**config.mk**
```make
export PLATFORM = sky130hd
export DESIGN_NAME = cc_resp_arbiter_flat
export DESIGN_NICKNAME = d
export VERILOG_FILES = /design/src/rtl/cc_resp_arbiter_if.sv /design/src/rtl/cc_resp_arbiter.sv /design/src/flat_wrapper.sv
export SDC_FILE = /design/constraint.sdc
export NUM_CORES = 1
export LEC_CHECK = 0
export BUFFER_PORTS_ARGS = -buffer_cell sky130_fd_sc_hd__buf_2
export CAP_MARGIN = 20
export CORE_AREA = 4 4 607 609
export CTS_BUF_LIST = sky130_fd_sc_hd__clkbuf_8
export DETAILED_ROUTE_END_ITERATION = 8
export DIE_AREA = 0 0 611 613
export GPL_TIMING_DRIVEN = 0
export PLACE_DENSITY = 0.3
export SYNTH_ARGS = -nofsm -noshare
export SYNTH_HDL_FRONTEND = slang
export SYNTH_SLANG_ARGS = --single-unit
```
**constraint.sdc**
```tcl
create_clock -name clk -period 2.3 [get_ports clk]
set_clock_uncertainty 0.05 [all_clocks]
set_input_delay 0.345 -clock clk [delete_from_list [all_inputs] [get_ports clk]]
set_output_delay 0.345 -clock clk [all_outputs]
set_load 0.1 [all_outputs]
```
**src/rtl/cc_resp_arbiter_if.sv**
```systemverilog
// Line-response bus of cc_resp_arbiter: hit/fill sources, serializer FIFO write
// port and the monitored R channel of the serializer.
interface cc_resp_arbiter_if;
  localparam int unsigned OFF_W  = 6;
  localparam int unsigned LINE_W = 512;
  localparam int unsigned PKT_W  = OFF_W + LINE_W;

  logic              hit_valid_i;
  logic              hit_ready_o;
  logic [OFF_W-1:0]  hit_offset_i;
  logic [LINE_W-1:0] hit_data_i;
  logic              fill_valid_i;
  logic              fill_ready_o;
  logic [OFF_W-1:0]  fill_offset_i;
  logic [LINE_W-1:0] fill_data_i;
  logic              fifo_full_i;
  logic              fifo_afull_i;
  logic              fifo_wren_o;
  logic [PKT_W-1:0]  fifo_wdata_o;
  logic              rvalid_i;
  logic              rready_i;
  logic              rlast_i;

  // Arbiter side
  modport slave (
    input  hit_valid_i, hit_offset_i, hit_data_i,
    input  fill_valid_i, fill_offset_i, fill_data_i,
    input  fifo_full_i, fifo_afull_i,
    input  rvalid_i, rready_i, rlast_i,
    output hit_ready_o, fill_ready_o, fifo_wren_o, fifo_wdata_o
  );

  // Environment side (sources, FIFO and serializer)
  modport master (
    output hit_valid_i, hit_offset_i, hit_data_i,
    output fill_valid_i, fill_offset_i, fill_data_i,
    output fifo_full_i, fifo_afull_i,
    output rvalid_i, rready_i, rlast_i,
    input  hit_ready_o, fill_ready_o, fifo_wren_o, fifo_wdata_o
  );
endinterface

```
**src/rtl/cc_resp_arbiter.sv**
```systemverilog
// Hit/fill read-response arbiter feeding the serializer FIFO with starvation
// protection and an in-flight line limit. Optional per-source grant counters
// are built when CC_RESP_ARB_STAT_EN is defined.
module cc_resp_arbiter #(
  parameter int unsigned STARVE_LIMIT    = 4,
  parameter int unsigned MAX_OUTSTANDING = 4
) (
  input  logic                    clk,
  input  logic                    rst,
  cc_resp_arbiter_if.slave        bus,
  output logic [3:0]              outstanding_o,
  output logic                    busy_o
`ifdef CC_RESP_ARB_STAT_EN
  ,
  output logic [31:0]             hit_cnt_o,
  output logic [31:0]             fill_cnt_o
`endif
);

  localparam int unsigned OFF_W   = 6;
  localparam int unsigned LINE_W  = 512;
  localparam int unsigned PKT_W   = OFF_W + LINE_W;
  localparam int unsigned CNT_W   = 4;
  localparam int unsigned SUM_W   = CNT_W + 1;

  typedef enum logic [0:0] {
    ST_NORMAL    = 1'b0,
    ST_HIT_BOOST = 1'b1
  } state_e;

  state_e             state_q, state_d;
  logic [CNT_W-1:0]   starve_q, starve_d;
  logic [CNT_W-1:0]   out_q, out_d;
  logic               wren_q, wren_d;
  logic [PKT_W-1:0]   wdata_q, wdata_d;
  logic               busy_q, busy_d;

  logic               can_push;
  logic               hit_gnt;
  logic               fill_gnt;
  logic               rlast_dec;

  // A write already registered this cycle consumes the last FIFO slot or credit.
  always_comb begin
    can_push = !bus.fifo_full_i
            && !(bus.fifo_afull_i && wren_q)
            && ((SUM_W'(out_q) + SUM_W'(wren_q)) < SUM_W'(MAX_OUTSTANDING));
  end

  // Grant selection, starvation tracking and next-state datapath.
  always_comb begin
    state_d   = state_q;
    starve_d  = starve_q;
    hit_gnt   = 1'b0;
    fill_gnt  = 1'b0;
    wren_d    = 1'b0;
    wdata_d   = wdata_q;
    out_d     = out_q;
    busy_d    = 1'b0;
    rlast_dec = bus.rvalid_i && bus.rready_i && bus.rlast_i && (out_q != '0);

    if (!rst && can_push) begin
      if (state_q == ST_HIT_BOOST) begin
        hit_gnt  = bus.hit_valid_i;
        fill_gnt = bus.fill_valid_i && !bus.hit_valid_i;
      end else begin
        fill_gnt = bus.fill_valid_i;
        hit_gnt  = bus.hit_valid_i && !bus.fill_valid_i;
      end
    end

    case (state_q)
      ST_NORMAL: begin
        if (!bus.hit_valid_i || hit_gnt) begin
          starve_d = '0;
        end else if (fill_gnt) begin
          starve_d = starve_q + CNT_W'(1);
          if (starve_d == CNT_W'(STARVE_LIMIT)) begin
            state_d = ST_HIT_BOOST;
          end
        end
      end
      ST_HIT_BOOST: begin
        if (!bus.hit_valid_i || hit_gnt) begin
          state_d  = ST_NORMAL;
          starve_d = '0;
        end
      end
      default: begin
        state_d  = ST_NORMAL;
        starve_d = '0;
      end
    endcase

    wren_d = hit_gnt || fill_gnt;
    if (hit_gnt) begin
      wdata_d = {bus.hit_offset_i, bus.hit_data_i};
    end else if (fill_gnt) begin
      wdata_d = {bus.fill_offset_i, bus.fill_data_i};
    end

    // A push and a completed burst in the same cycle cancel out.
    if (wren_q && !rlast_dec) begin
      out_d = out_q + CNT_W'(1);
    end else if (!wren_q && rlast_dec) begin
      out_d = out_q - CNT_W'(1);
    end

    busy_d = (out_d != '0) || wren_d;
  end

  always_ff @(posedge clk) begin
    if (rst) begin
      state_q  <= ST_NORMAL;
      starve_q <= '0;
      out_q    <= '0;
      wren_q   <= 1'b0;
      wdata_q  <= '0;
      busy_q   <= 1'b0;
    end else begin
      state_q  <= state_d;
      starve_q <= starve_d;
      out_q    <= out_d;
      wren_q   <= wren_d;
      wdata_q  <= wdata_d;
      busy_q   <= busy_d;
    end
  end

  assign bus.hit_ready_o  = hit_gnt;
  assign bus.fill_ready_o = fill_gnt;
  assign bus.fifo_wren_o  = wren_q;
  assign bus.fifo_wdata_o = wdata_q;
  assign outstanding_o    = out_q;
  assign busy_o           = busy_q;

`ifdef CC_RESP_ARB_STAT_EN
  logic [31:0] hit_cnt_q, fill_cnt_q;

  // Free-running grant counters, wrapping at 2^32.
  always_ff @(posedge clk) begin
    if (rst) begin
      hit_cnt_q  <= '0;
      fill_cnt_q <= '0;
    end else begin
      if (hit_gnt) begin
        hit_cnt_q <= hit_cnt_q + 32'd1;
      end
      if (fill_gnt) begin
        fill_cnt_q <= fill_cnt_q + 32'd1;
      end
    end
  end

  assign hit_cnt_o  = hit_cnt_q;
  assign fill_cnt_o = fill_cnt_q;
`endif

endmodule

```
**src/flat_wrapper.sv**
```systemverilog
// flat-port wrapper written by rule: the top's interface ports become plain ports
module cc_resp_arbiter_flat 
#(
  parameter int unsigned STARVE_LIMIT    = 4,
  parameter int unsigned MAX_OUTSTANDING = 4
)
  (clk, rst, outstanding_o, busy_o, bus_hit_valid_i, bus_hit_offset_i, bus_hit_data_i, bus_fill_valid_i, bus_fill_offset_i, bus_fill_data_i, bus_fifo_full_i, bus_fifo_afull_i, bus_rvalid_i, bus_rready_i, bus_rlast_i, bus_hit_ready_o, bus_fill_ready_o, bus_fifo_wren_o, bus_fifo_wdata_o);
  cc_resp_arbiter_if bus_i ();
  input  logic clk;
  input  logic rst;
  output logic [3:0] outstanding_o;
  output logic busy_o;
  input wire logic [$bits(bus_i.hit_valid_i)-1:0] bus_hit_valid_i;
  input wire logic [$bits(bus_i.hit_offset_i)-1:0] bus_hit_offset_i;
  input wire logic [$bits(bus_i.hit_data_i)-1:0] bus_hit_data_i;
  input wire logic [$bits(bus_i.fill_valid_i)-1:0] bus_fill_valid_i;
  input wire logic [$bits(bus_i.fill_offset_i)-1:0] bus_fill_offset_i;
  input wire logic [$bits(bus_i.fill_data_i)-1:0] bus_fill_data_i;
  input wire logic [$bits(bus_i.fifo_full_i)-1:0] bus_fifo_full_i;
  input wire logic [$bits(bus_i.fifo_afull_i)-1:0] bus_fifo_afull_i;
  input wire logic [$bits(bus_i.rvalid_i)-1:0] bus_rvalid_i;
  input wire logic [$bits(bus_i.rready_i)-1:0] bus_rready_i;
  input wire logic [$bits(bus_i.rlast_i)-1:0] bus_rlast_i;
  output wire logic [$bits(bus_i.hit_ready_o)-1:0] bus_hit_ready_o;
  output wire logic [$bits(bus_i.fill_ready_o)-1:0] bus_fill_ready_o;
  output wire logic [$bits(bus_i.fifo_wren_o)-1:0] bus_fifo_wren_o;
  output wire logic [$bits(bus_i.fifo_wdata_o)-1:0] bus_fifo_wdata_o;
  assign bus_i.hit_valid_i = bus_hit_valid_i;
  assign bus_i.hit_offset_i = bus_hit_offset_i;
  assign bus_i.hit_data_i = bus_hit_data_i;
  assign bus_i.fill_valid_i = bus_fill_valid_i;
  assign bus_i.fill_offset_i = bus_fill_offset_i;
  assign bus_i.fill_data_i = bus_fill_data_i;
  assign bus_i.fifo_full_i = bus_fifo_full_i;
  assign bus_i.fifo_afull_i = bus_fifo_afull_i;
  assign bus_i.rvalid_i = bus_rvalid_i;
  assign bus_i.rready_i = bus_rready_i;
  assign bus_i.rlast_i = bus_rlast_i;
  assign bus_hit_ready_o = bus_i.hit_ready_o;
  assign bus_fill_ready_o = bus_i.fill_ready_o;
  assign bus_fifo_wren_o = bus_i.fifo_wren_o;
  assign bus_fifo_wdata_o = bus_i.fifo_wdata_o;
  cc_resp_arbiter #(.STARVE_LIMIT(STARVE_LIMIT), .MAX_OUTSTANDING(MAX_OUTSTANDING)) u_core (.clk(clk), .rst(rst), .bus(bus_i), .outstanding_o(outstanding_o), .busy_o(busy_o));
endmodule
```
==> key figures, run 1 <==
Global route
  • Total GRT Usage: 16.1%
  • First-pass GRT wire length: roughly 390 mm
  • Met2 Usage GRT: 29.2%
  • Gr ovfl total: 0
  • GRT Max-Usage Layer: met2
  • GR Util met1: 18.5%
  • Vias in the first global route: approximately 34k
  • GR Util met3: 4.10%
  • Initial antenna violation count: 299
  • Largest net degree at the start of global routing: 21

Power
  • Sw Ratio: 42.4%
  • Worst vdd ir: around 0.57 mV
  • Pleak: 24.4 nW
  • Clock power frac: 32.2%
  • NetSw: 15.4 mW
  • Comb power frac: 38.8%
  • Flop pwr share: roughly 29%
  • Final Power: ~36 mW
  • Pwr Density: 617 nW/um^2
  • P_int: 20.9 mW

Cells and area
  • Multi-input gate area in the final layout: 14600 um^2
  • Nets: approximately 6.4k
  • Layout fillers: between 40k and 50k
  • Commonest non-fill, non-tap cell in the layout: buf_2
  • Final Core Density: roughly 16%
  • Area growth, synth to finish: 190%
  • Fraction of layout cells with a size suffix above 1: 53.7%
  • Register area: 10600 um^2
  • Most frequent cells in the layout: 1454 x buf_2, 1071 x dlygate4sd3_1, 510 x dfxtp_1, 471 x nor2_1, 262 x nor3_2

Place
  • Port Buffers: 1570
  • Post-DP HPWL: 275 mm
  • DP Worst Slack: -1470 ps
  • Final GP Congestion: 0.915

Job
  • Max-cap check violation count: 0

Worst setup path
  • Worst-path fanout max: 7
  • Critical path type: flop to output port
  • Worst endpoint data arrival time: 2590 ps
  • Cell-by-cell trace of the critical path: a21oi_4 > o211ai_1 > clkbuf_16 > clkbuf_16 > clkbuf_16 > clkinvlp_4 > buf_12
  • R2R depth: 12
  • Worst setup path startpoint: u_core.outstanding_o[0]
  • R2R setup slack: -270 ps
  • Crit-path max cell delay: about 400 ps
  • Most numerous cell on the critical path: clkbuf_16
  • CP Capture Type: output port
  • Startpoint Class: flop
  • Crit-path slowest cell: dfxtp_4
  • Critical path required time: 1900 ps
  • Reg2reg end: u_core.bus.fifo_wdata_o[9]
  • R2r startpoint: u_core.outstanding_o[3]

Detailed routing
  • Detailed router's first-iteration violation count: about 2.2k
  • ANT nets after route: 0
  • Routed vias: 34.4k
  • Avg WL per Cell: approximately 31 um
  • Drt pass-1 iters: 5
  • Total Wirelength: between 300 and 400 mm
  • Post-route DRC violation count: 0
  • Vias per cell: 3.33

Clocking
  • H-tree Lvls: 3
  • Clock Tree Buf Depth: 4
  • Clock Tree Root: clkbuf_8
  • Clock sink total: 529
  • Clk_lat worst skew: 870 ps
  • CTS tree: done
  • Clock transition at path regs: 60 ps
  • TritonCTS buffer count: between 100 and 150

Logic synthesis
  • FFs w/ async S/R, synth: 0%
  • Ys flop type: dfxtp_1
  • Cell area after synthesis: 20300 um^2
  • Post-synthesis sequential area ratio: 52.3%
  • Post-synth EDFFs: 0
  • Post-Syn Area per Cell: 8.49 um^2
  • Post-synthesis instance total: 2387
  • Syn Nets: 3435
  • Flops & latches, synth: approximately 530
  • Number of distinct library cells after synthesis: 42
  • Yosys warnings: 0

Floorplan
  • IO Pins: between 1.5k and 2k
  • Die Height: 613 um
  • Core area: 362000 um^2
  • Die area: 375000 um^2
  • FP Rows: 221
  • DIE WIDTH: 611 um
  • Initial Utilization: 5.59%

Timing
  • Slew headroom: 18.8%
  • Final Max Tran Viols: 0
  • Max Fclk: 335 MHz
  • Final Hold Vio Count: 0
  • Fin worst setup slack: -689 ps
  • Tmin final: 2990 ps
  • Setup TNS: -52440 ps
  • Final setup viols: 463
  • Final Cycle Share: 130%
  • Tightest Pin Transition: 1220 ps
  • RSZ-0062 raised after global routing: true

Worst hold path
  • Hold Crit Endpoint: u_core.bus.fifo_wdata_o[100]
  • WHS Path Cells: 4
  • Worst min-delay path class: input port to flop
  • Min-delay src: bus_fill_data_i[100]

Outcome
  • Status: finished, violations left
  • Failing checks: setup timing
==> power by group through the flow <==
stage,Sequential (mW),Combinational [mW],Clock (mW)
floorplan,15.1,1.53,0
global placement,10.5,9.56,0
detailed placement,10.5,9.62,0
CTS,10.3,12.7,12.3
global route,10.6,14.6,12.5
finish,10.5,14.1,11.7
==> how the worst max path moves through the flow <==
stage               depth (start not counted)                            to
floorplan                                   6              bus_fill_ready_o
global placement                            5  u_core.bus.fifo_wdata_o[205]
detailed placement                          8   u_core.bus.fifo_wdata_o[29]
CTS                                         7              bus_fill_ready_o
global route                                7              bus_fill_ready_o
finish                                      7              bus_fill_ready_o
==> per-layer routing <==
layer	share of wire, %	vias to the layer above	wire [um]
li1	-	14831	-
met1	38	16897	123000
met2	51	1899	163000
met3	7.2	698	23100
met4	3.9	88	12600
met5	0.19	-	622
==> cell usage after synthesis (all sizes together), types with 2 or more instances <==
| library cell | n | area [um^2] |
|---|---|---|
| nor4 | 3 | 18.8 |
| nor3 | 451 | 2260 |
| nand4 | 3 | 18.8 |
| o22ai | 449 | 2810 |
| nand2b | 3 | 18.8 |
| nand3 | 4 | 20.0 |
| mux2i | 70 | 701 |
| dfxtp | 529 | 10600 |
| inv | 5 | 18.8 |
| ha | 3 | 37.5 |
| clkbuf | 153 | 574 |
| or4 | 3 | 22.5 |
| nor2 | 524 | 1970 |
| a21o | 2 | 15.0 |
| a211oi | 70 | 531 |
| buf | 78 | 427 |
| a21oi | 8 | 40.0 |
| nand2 | 6 | 22.5 |
| o21ai | 3 | 15.0 |
==> through the flow <==
| step | std cells | hold WS [ps] | area, um^2 |
|---|---|---|---|
| floorplan | 2387 | 399 | 20300 |
| global placement | 8751 | 417 | 34200 |
| detailed placement | 8766 | 423 | 34500 |
| CTS | 10154 | 0.706 | 51500 |
| global route | 10276 | 41.7 | 58700 |
| finish | 10332 | 133 | 58800 |
==> cells by family (layout without fill, tap and decap cells) <==
logic type / count (synthesis) / count (layout) / share of synthesized area (%)
and+or+nand+nor: 1006 / 1006 / 21.8
xor gates and xnor gates: 1 / 1 / 0.0432
adders and majority gates: 3 / 3 / 0.185
buffers and inverters: 236 / 3274 / 5.03
DFF: 529 / 529 / 52.3
muxes: 71 / 71 / 3.51
other: 0 / 113 / 0
AOI/OAI and AO/OA: 541 / 541 / 17.2
==> flip-flops by register name, indices dropped and copies added, names as in the netlist <==
name and flops:
u_core.busy_o 1, u_core.state_q 1, u_core.outstanding_o 4, u_core.bus.fifo_wren_o 1, u_core.starve_q 4, u_core.bus.fifo_wdata_o 518
==> final cells by class <==
type	count	share of cell area, %
Timing Repair Buffer	2846	38.8
Multi-Input combinational cell	1622	24.8
Sequential cell	529	18.1
Tap cell	4794	10.2
Buffer	216	3.44
Clock buffer	145	3.39
Clock inverter	62	0.791
Antenna cell	113	0.481
Inverter	5	0.0447
==> worst max-delay path: cells and delay by family, from the launching register on <==
kind | cells | cell delay (ps)
AO/OA/AOI/OAI | 2 | 470
buffers and inverters | 5 | 840
flip-flops | 1 | 400
==> timing repair <==
action / in CTS / in global routing
hold buffers: 1071 / 0
gates cloned: 34 / 31
hold endpoints to repair: 528 / 0
endpoints found under the setup margin: 770 / 660
resized for setup: 503 / 1412
buffers inserted: 78 / 72
pin swaps: 261 / 655
Note: power is estimated with default switching activity, not from simulation.
==> inputs of run 2 (changes only) <==
SKIP_CTS_REPAIR_TIMING = 1   (was not set)
==> key figures, run 2 (synthesized netlist as in run 1, its figures left out) <==
Outcome
  • Status: finished, violations left (unchanged)
  • Failing checks: setup timing (unchanged)

Timing
  • Final setup viols: 471 (was 463)
  • Tightest Pin Transition: 1190 ps (was 1220 ps)
  • Final Cycle Share: 129% (was 130%)
  • Slew headroom: 20.7% (was 18.8%)
  • Fin worst setup slack: -668 ps (was -689 ps)
  • RSZ-0062 raised after global routing: true (unchanged)
  • Max Fclk: 337 MHz (was 335 MHz)
  • Final Hold Vio Count: 0 (unchanged)
  • Tmin final: 2970 ps (was 2990 ps)
  • Final Max Tran Viols: 0 (unchanged)

Worst setup path
  • Worst endpoint data arrival time: 2570 ps (was 2590 ps)
  • Worst Path Buf+Inv: 6 (was 5)
  • Critical path required time: 1900 ps (about the same)
  • Cell-by-cell trace of the critical path: inv_1 > o211ai_1 > clkbuf_16 > buf_12 > buf_12 > clkinvlp_4 > buf_12 (was a21oi_4 > o211ai_1 > clkbuf_16 > clkbuf_16 > clkbuf_16 > clkinvlp_4 > buf_12)
  • Critical path type: flop to output port (unchanged)
  • Startpoint Class: flop (unchanged)
  • Crit path max-delay family: buffers and inverters (unchanged)
  • Crit-path max cell delay: 400 ps (about the same)
  • Worst-path fanout max: 5 (was 7)
  • Crit-path slowest cell: o211ai_1 (was dfxtp_4)
  • Most numerous cell on the critical path: buf_12 (was clkbuf_16)
  • CP Capture Type: output port (unchanged)

Power
  • Comb power frac: 35.1% (was 38.8%)
  • Clock power frac: 34.4% (was 32.2%)
  • Flop pwr share: 30.5% (was 29.0%)
  • NetSw: 14.3 mW (was 15.4 mW)
  • Pwr Density: 688 nW/um^2 (was 617 nW/um^2)
  • Final Power: 33.9 mW (was 36.3 mW)
  • Worst vdd ir: 0.577 mV (was 0.575 mV)
  • Sw Ratio: 42.3% (was 42.4%)
  • Pleak: 21.1 nW (was 24.4 nW)
  • P_int: 19.6 mW (was 20.9 mW)

Detailed routing
  • Drt pass-1 iters: 5 (unchanged)
  • Avg WL per Cell: 30.6 um (was 31.2 um)
  • Routed vias: 33.3k (was 34.4k)
  • Vias per cell: 3.27 (was 3.33)
  • Post-route DRC violation count: 0 (unchanged)
  • Detailed router's first-iteration violation count: 2502 (was 2230)
  • ANT nets after route: 0 (unchanged)
  • Total Wirelength: 311 mm (was 322 mm)

Place
  • Dpl cell area: 34500 um^2 (unchanged)
  • Post-DP HPWL: 275 mm (unchanged)
  • Port Buffers: 1570 (unchanged)
  • Final GP Congestion: 0.915 (unchanged)

Clocking
  • Clock sink total: 529 (unchanged)
  • Clock transition at path regs: 60 ps (about the same)
  • Clock Tree Root: clkbuf_8 (unchanged)
  • Clk_lat worst skew: 860 ps (was 870 ps)
  • CTS tree: done (unchanged)
  • Clock Tree Buf Depth: 4 (unchanged)
  • H-tree Lvls: 3 (unchanged)
  • TritonCTS buffer count: 117 (unchanged)

Job
  • Max-cap check violation count: 0 (unchanged)

Floorplan
  • DIE WIDTH: 611 um (unchanged)
  • FP Rows: 221 (unchanged)
  • Die area: 375000 um^2 (unchanged)
  • Initial Utilization: 5.59% (unchanged)
  • Core area: 362000 um^2 (unchanged)
  • Die Height: 613 um (unchanged)
  • IO Pins: 1571 (unchanged)

Cells and area
  • Nets: 6225 (was 6385)
  • Design area: 49300 um^2 (was 58800 um^2)
  • Fraction of layout cells with a size suffix above 1: 37.3% (was 53.7%)
  • Final Core Density: 13.6% (was 16.2%)
  • Most frequent cells in the layout: 1595 x buf_2, 1042 x dlygate4sd3_1, 524 x dfxtp_1, 521 x nor2_1, 443 x nor3_1 (was 1454 x buf_2, 1071 x dlygate4sd3_1, 510 x dfxtp_1, 471 x nor2_1, 262 x nor3_2)
  • Layout fillers: 41.9k (was 41.1k)
  • Area growth, synth to finish: 143% (was 190%)
  • Commonest non-fill, non-tap cell in the layout: buf_2 (unchanged)
  • Max reg flops: 518 (unchanged)

Global route
  • Gr ovfl total: 0 (unchanged)
  • First-pass GRT wire length: 361 mm (was 388 mm)
  • Vias in the first global route: 27.7k (was 34.1k)
  • Total GRT Usage: 15.3% (was 16.1%)
  • Largest net degree at the start of global routing: 21 (unchanged)
  • Initial antenna violation count: 329 (was 299)

Worst hold path
  • Worst min-delay path class: input port to flop (unchanged)
## run 2: cell count changes in the layout (fill, tap and decap cells not counted), sizes merged
cell / before / now
clkbuf: 389 / 292
buf: 1747 / 1713
dlygate4sd3: 1071 / 1042
diode: 113 / 108
## run 2: metrics by stage
step | setup WS [ps] | setup TNS [ps] | cells | hold slack [ps]
after floorplan | -17.4 | -17.4 | 2387 | 399
after global routing | -866 | -174410 | 10116 | 33.3
after global placement | -3500 | -1228440 | 8751 | 417
final | -668 | -95870 | 10167 | 126
after detailed placement | -1470 | -539660 | 8766 | 423
after CTS | -2360 | -532060 | 8973 | -588
## run 2: layout make-up
cell class / count / area (um^2) / share of cell area, %
Antenna cell: 108 / 270 / 0.549
Tap cell: 4794 / 6000 / 12.2
Multi-Input combinational cell: 1622 / 8970 / 18.2
Timing Repair Buffer: 2672 / 19300 / 39.1
Clock buffer: 145 / 2000 / 4.05
Clock inverter: 62 / 465 / 0.945
Sequential cell: 529 / 10600 / 21.5
Inverter: 5 / 26.3 / 0.0533
Buffer: 230 / 1670 / 3.39
## run 2: worst reg2reg max path: stages, from the launching register on
cell and delay [ps]:
dfxtp_4 390, inv_1 120, o2111ai_4 250, clkbuf_16 190, buf_4 200, buf_1 690, clkbuf_1 570, o22ai_1 160
nor3_1 220
## run 2: final timing paths
check,start,endpoint,slack [ps],cells past startpoint
worst max register to register,u_core.bus.fifo_wren_o,u_core.bus.fifo_wdata_o[324],-620,8
worst min register to register,u_core.state_q,u_core.state_q,430,2
worst max-delay path,u_core.bus.fifo_wren_o,bus_fill_ready_o,-670,7
worst min-delay path,bus_fill_data_i[116],u_core.bus.fifo_wdata_o[116],130,4
## run 2: metal layers
layer  share of wire (%)  vias to the layer above  GRT usage (%)
met5                0.25                        -              0
met3                 8.4                      746           6.30
li1                    -                    14504              -
met1                  37                    15819           16.4
met2                  50                     2075           27.0
met4                 3.5                      112           5.55
## run 2: power by group through the flow
stage / sequential, mW / clock (mW) / combinational (mW)
6_report: 10.3 / 11.7 / 11.9
2_1_floorplan: 15.1 / 0 / 1.53
3_3_place_gp: 10.5 / 0 / 9.56
3_5_place_dp: 10.5 / 0 / 9.62
5_1_grt: 10.4 / 12.5 / 12.4
4_1_cts: 10.3 / 12.3 / 9.64
==> inputs of run 3 (changes only) <==
BUFFER_PORTS_ARGS = -buffer_cell sky130_fd_sc_hd__buf_4   (was -buffer_cell sky130_fd_sc_hd__buf_2)
==> key figures, run 3 (synthesized netlist as in run 1, its figures left out) <==
Worst hold path
  • Worst min-delay path class: input port to flop (unchanged)

Place
  • Dpl cell area: 38400 um^2 (was 34500 um^2)
  • Final GP Congestion: 0.913 (was 0.915)
  • Post-DP HPWL: 277 mm (was 275 mm)
  • DP Worst Slack: -1410 ps (was -1470 ps)
  • Placed Instances: 8767 (was 8766)
  • Port Buffers: 1570 (unchanged)

Clocking
  • Clock transition at path regs: 60 ps (about the same)
  • H-tree Lvls: 3 (unchanged)
  • Clk_lat worst skew: 940 ps (was 860 ps)
  • Clock Tree Root: clkbuf_8 (unchanged)
  • CTS tree: done (unchanged)
  • Clock sink total: 529 (unchanged)
  • TritonCTS buffer count: 119 (was 117)
  • Clock Tree Buf Depth: 4 (unchanged)

Global route
  • Total GRT Usage: 15.5% (was 15.3%)
  • Initial antenna violation count: 298 (was 329)
  • First-pass GRT wire length: 366 mm (was 361 mm)
  • Vias in the first global route: 27.8k (was 27.7k)
  • GR Util met3: 6.14% (was 6.30%)
  • Largest net degree at the start of global routing: 20 (was 21)
  • Gr ovfl total: 0 (unchanged)
  • Met2 Usage GRT: 28.2% (was 27.0%)
  • GR Util met1: 16.8% (was 16.4%)
  • GRT Max-Usage Layer: met2 (unchanged)

Timing
  • Tmin final: 3060 ps (was 2970 ps)
  • Final Max Tran Viols: 0 (unchanged)
  • Fin worst setup slack: -761 ps (was -668 ps)
  • Fin Hold WS: 77.9 ps (was 126 ps)
  • Final Hold Vio Count: 0 (unchanged)
  • Max Fclk: 327 MHz (was 337 MHz)
  • Tightest Pin Transition: 1240 ps (was 1190 ps)
  • RSZ-0062 raised after global routing: true (unchanged)
  • Final setup viols: 458 (was 471)
  • Slew headroom: 17.2% (was 20.7%)
  • Final Cycle Share: 133% (was 129%)
  • Setup TNS: -59290 ps (was -95870 ps)

Cells and area
  • Fraction of layout cells with a size suffix above 1: 43.0% (was 37.3%)
  • Nets: 6292 (was 6225)
  • Final non-filler cell total: 10.2k (about the same)
  • Commonest non-fill, non-tap cell in the layout: buf_4 (was buf_2)
  • Design area: 56300 um^2 (was 49300 um^2)
  • Multi-input gate area in the final layout: 10900 um^2 (was 8970 um^2)
  • Max reg flops: 518 (unchanged)
  • Final Core Density: 15.6% (was 13.6%)
  • Register area: 10600 um^2 (unchanged)
  • Most frequent cells in the layout: 1628 x buf_4, 1046 x dlygate4sd3_1, 524 x dfxtp_1, 500 x nor2_1, 360 x nor3_1 (was 1595 x buf_2, 1042 x dlygate4sd3_1, 524 x dfxtp_1, 521 x nor2_1, 443 x nor3_1)
  • Area growth, synth to finish: 178% (was 143%)
  • Layout fillers: 41.2k (was 41.9k)

Power
  • Comb power frac: 37.9% (was 35.1%)
  • Pwr Density: 633 nW/um^2 (was 688 nW/um^2)
  • NetSw: 14.9 mW (was 14.3 mW)
  • Clock power frac: 32.8% (was 34.4%)
  • Final Power: 35.7 mW (was 33.9 mW)
  • P_int: 20.8 mW (was 19.6 mW)
  • Pleak: 23.3 nW (was 21.1 nW)
  • Worst vdd ir: 0.442 mV (was 0.577 mV)
  • Flop pwr share: 29.3% (was 30.5%)
  • Sw Ratio: 41.8% (was 42.3%)

Worst setup path
  • Startpoint Class: flop (unchanged)
  • Critical path type: flop to output port (unchanged)
  • Cell-by-cell trace of the critical path: nor4_4 > buf_4 > o2111ai_4 > clkbuf_16 > buf_16 > buf_12 > clkinvlp_4 > buf_12 (was inv_1 > o211ai_1 > clkbuf_16 > buf_12 > buf_12 > clkinvlp_4 > buf_12)
  • Crit-path max cell delay: 370 ps (was 400 ps)
  • Most numerous cell on the critical path: buf_12 (unchanged)
  • CP Capture Type: output port (unchanged)
  • Critical path required time: 1900 ps (about the same)
  • Worst endpoint data arrival time: 2670 ps (was 2570 ps)
  • Worst-path fanout max: 8 (was 5)
  • Worst Path Buf+Inv: 6 (unchanged)
  • Crit path max-delay family: buffers and inverters (unchanged)
  • Crit-path slowest cell: dfxtp_4 (was o211ai_1)

Detailed routing
  • Detailed router's first-iteration violation count: 2071 (was 2502)
  • Post-route DRC violation count: 0 (unchanged)
  • Total Wirelength: 316 mm (was 311 mm)
  • Vias per cell: 3.26 (was 3.27)
  • Routed vias: 33.4k (was 33.3k)
  • Avg WL per Cell: 30.9 um (was 30.6 um)
  • Drt pass-1 iters: 5 (unchanged)
  • ANT nets after route: 0 (unchanged)

Floorplan
  • IO Pins: 1571 (unchanged)
  • Core area: 362000 um^2 (unchanged)
  • DIE WIDTH: 611 um (unchanged)
  • Die area: 375000 um^2 (unchanged)
  • FP Rows: 221 (unchanged)
  • Initial Utilization: 5.59% (unchanged)
  • Die Height: 613 um (unchanged)

Outcome
  • Failing checks: setup timing (unchanged)
  • Status: finished, violations left (unchanged)

Job
  • Max-cap check violation count: 0 (unchanged)
==> run 3: changes by cell type in the layout (fill, tap and decap cells not counted), moves of 18 or more <==
cell      delta
clkbuf_1    -28
buf_12      +22
o22ai_1    -121
buf_8       +18
nor3_1      -83
nor3_2      +83
nor2_1      -21
o22ai_2     +47
o22ai_4     +74
buf_2     -1572
buf_4     +1589
==> run 3: per-layer routing <==
metal | up-vias | routed length, um | share of wire [%]
met1 | 16095 | 120000 | 38
met2 | 1810 | 162000 | 51
met3 | 694 | 24300 | 7.7
met5 | - | 807 | 0.26
met4 | 116 | 9250 | 2.9
li1 | 14651 | - | -
==> run 3: power by group through the flow <==
stage	combinational (mW)	sequential [mW]	clock [mW]
floorplan	1.53	15.1	0
global placement	10.5	10.5	0
detailed placement	10.5	10.6	0
CTS	10.5	10.4	12.4
global route	14.0	10.5	12.6
finish	13.5	10.4	11.7
==> run 3: layout make-up <==
type,count,area share [%]
antenna,107,0.475
buffer,228,3.50
clock buffer,147,3.59
clock inverter,64,0.784
inverter,5,0.0466
multi-input combinational,1622,19.3
sequential,529,18.8
tap,4794,10.6
timing repair buffer,2739,42.9
==> run 3: worst reg2reg max path, delay by kind of cell (launching register included) <==
kind | cells | cell delay [ps]
DFF | 1 | 380
and+or+nand+nor | 2 | 750
buffers and inverters | 7 | 1020
AOI/OAI and AO/OA | 2 | 360
==> run 3: final timing paths <==
| check | start | to | slack (ps) | depth (start not counted) |
|---|---|---|---|---|
| max | u_core.outstanding_o[3] | bus_hit_ready_o | -760 | 8 |
| max reg2reg | u_core.outstanding_o[2] | u_core.bus.fifo_wdata_o[234] | -340 | 11 |
| min reg2reg | u_core.starve_q[1] | u_core.starve_q[1] | 430 | 2 |
| min | bus_hit_data_i[437] | u_core.bus.fifo_wdata_o[437] | 80 | 4 |
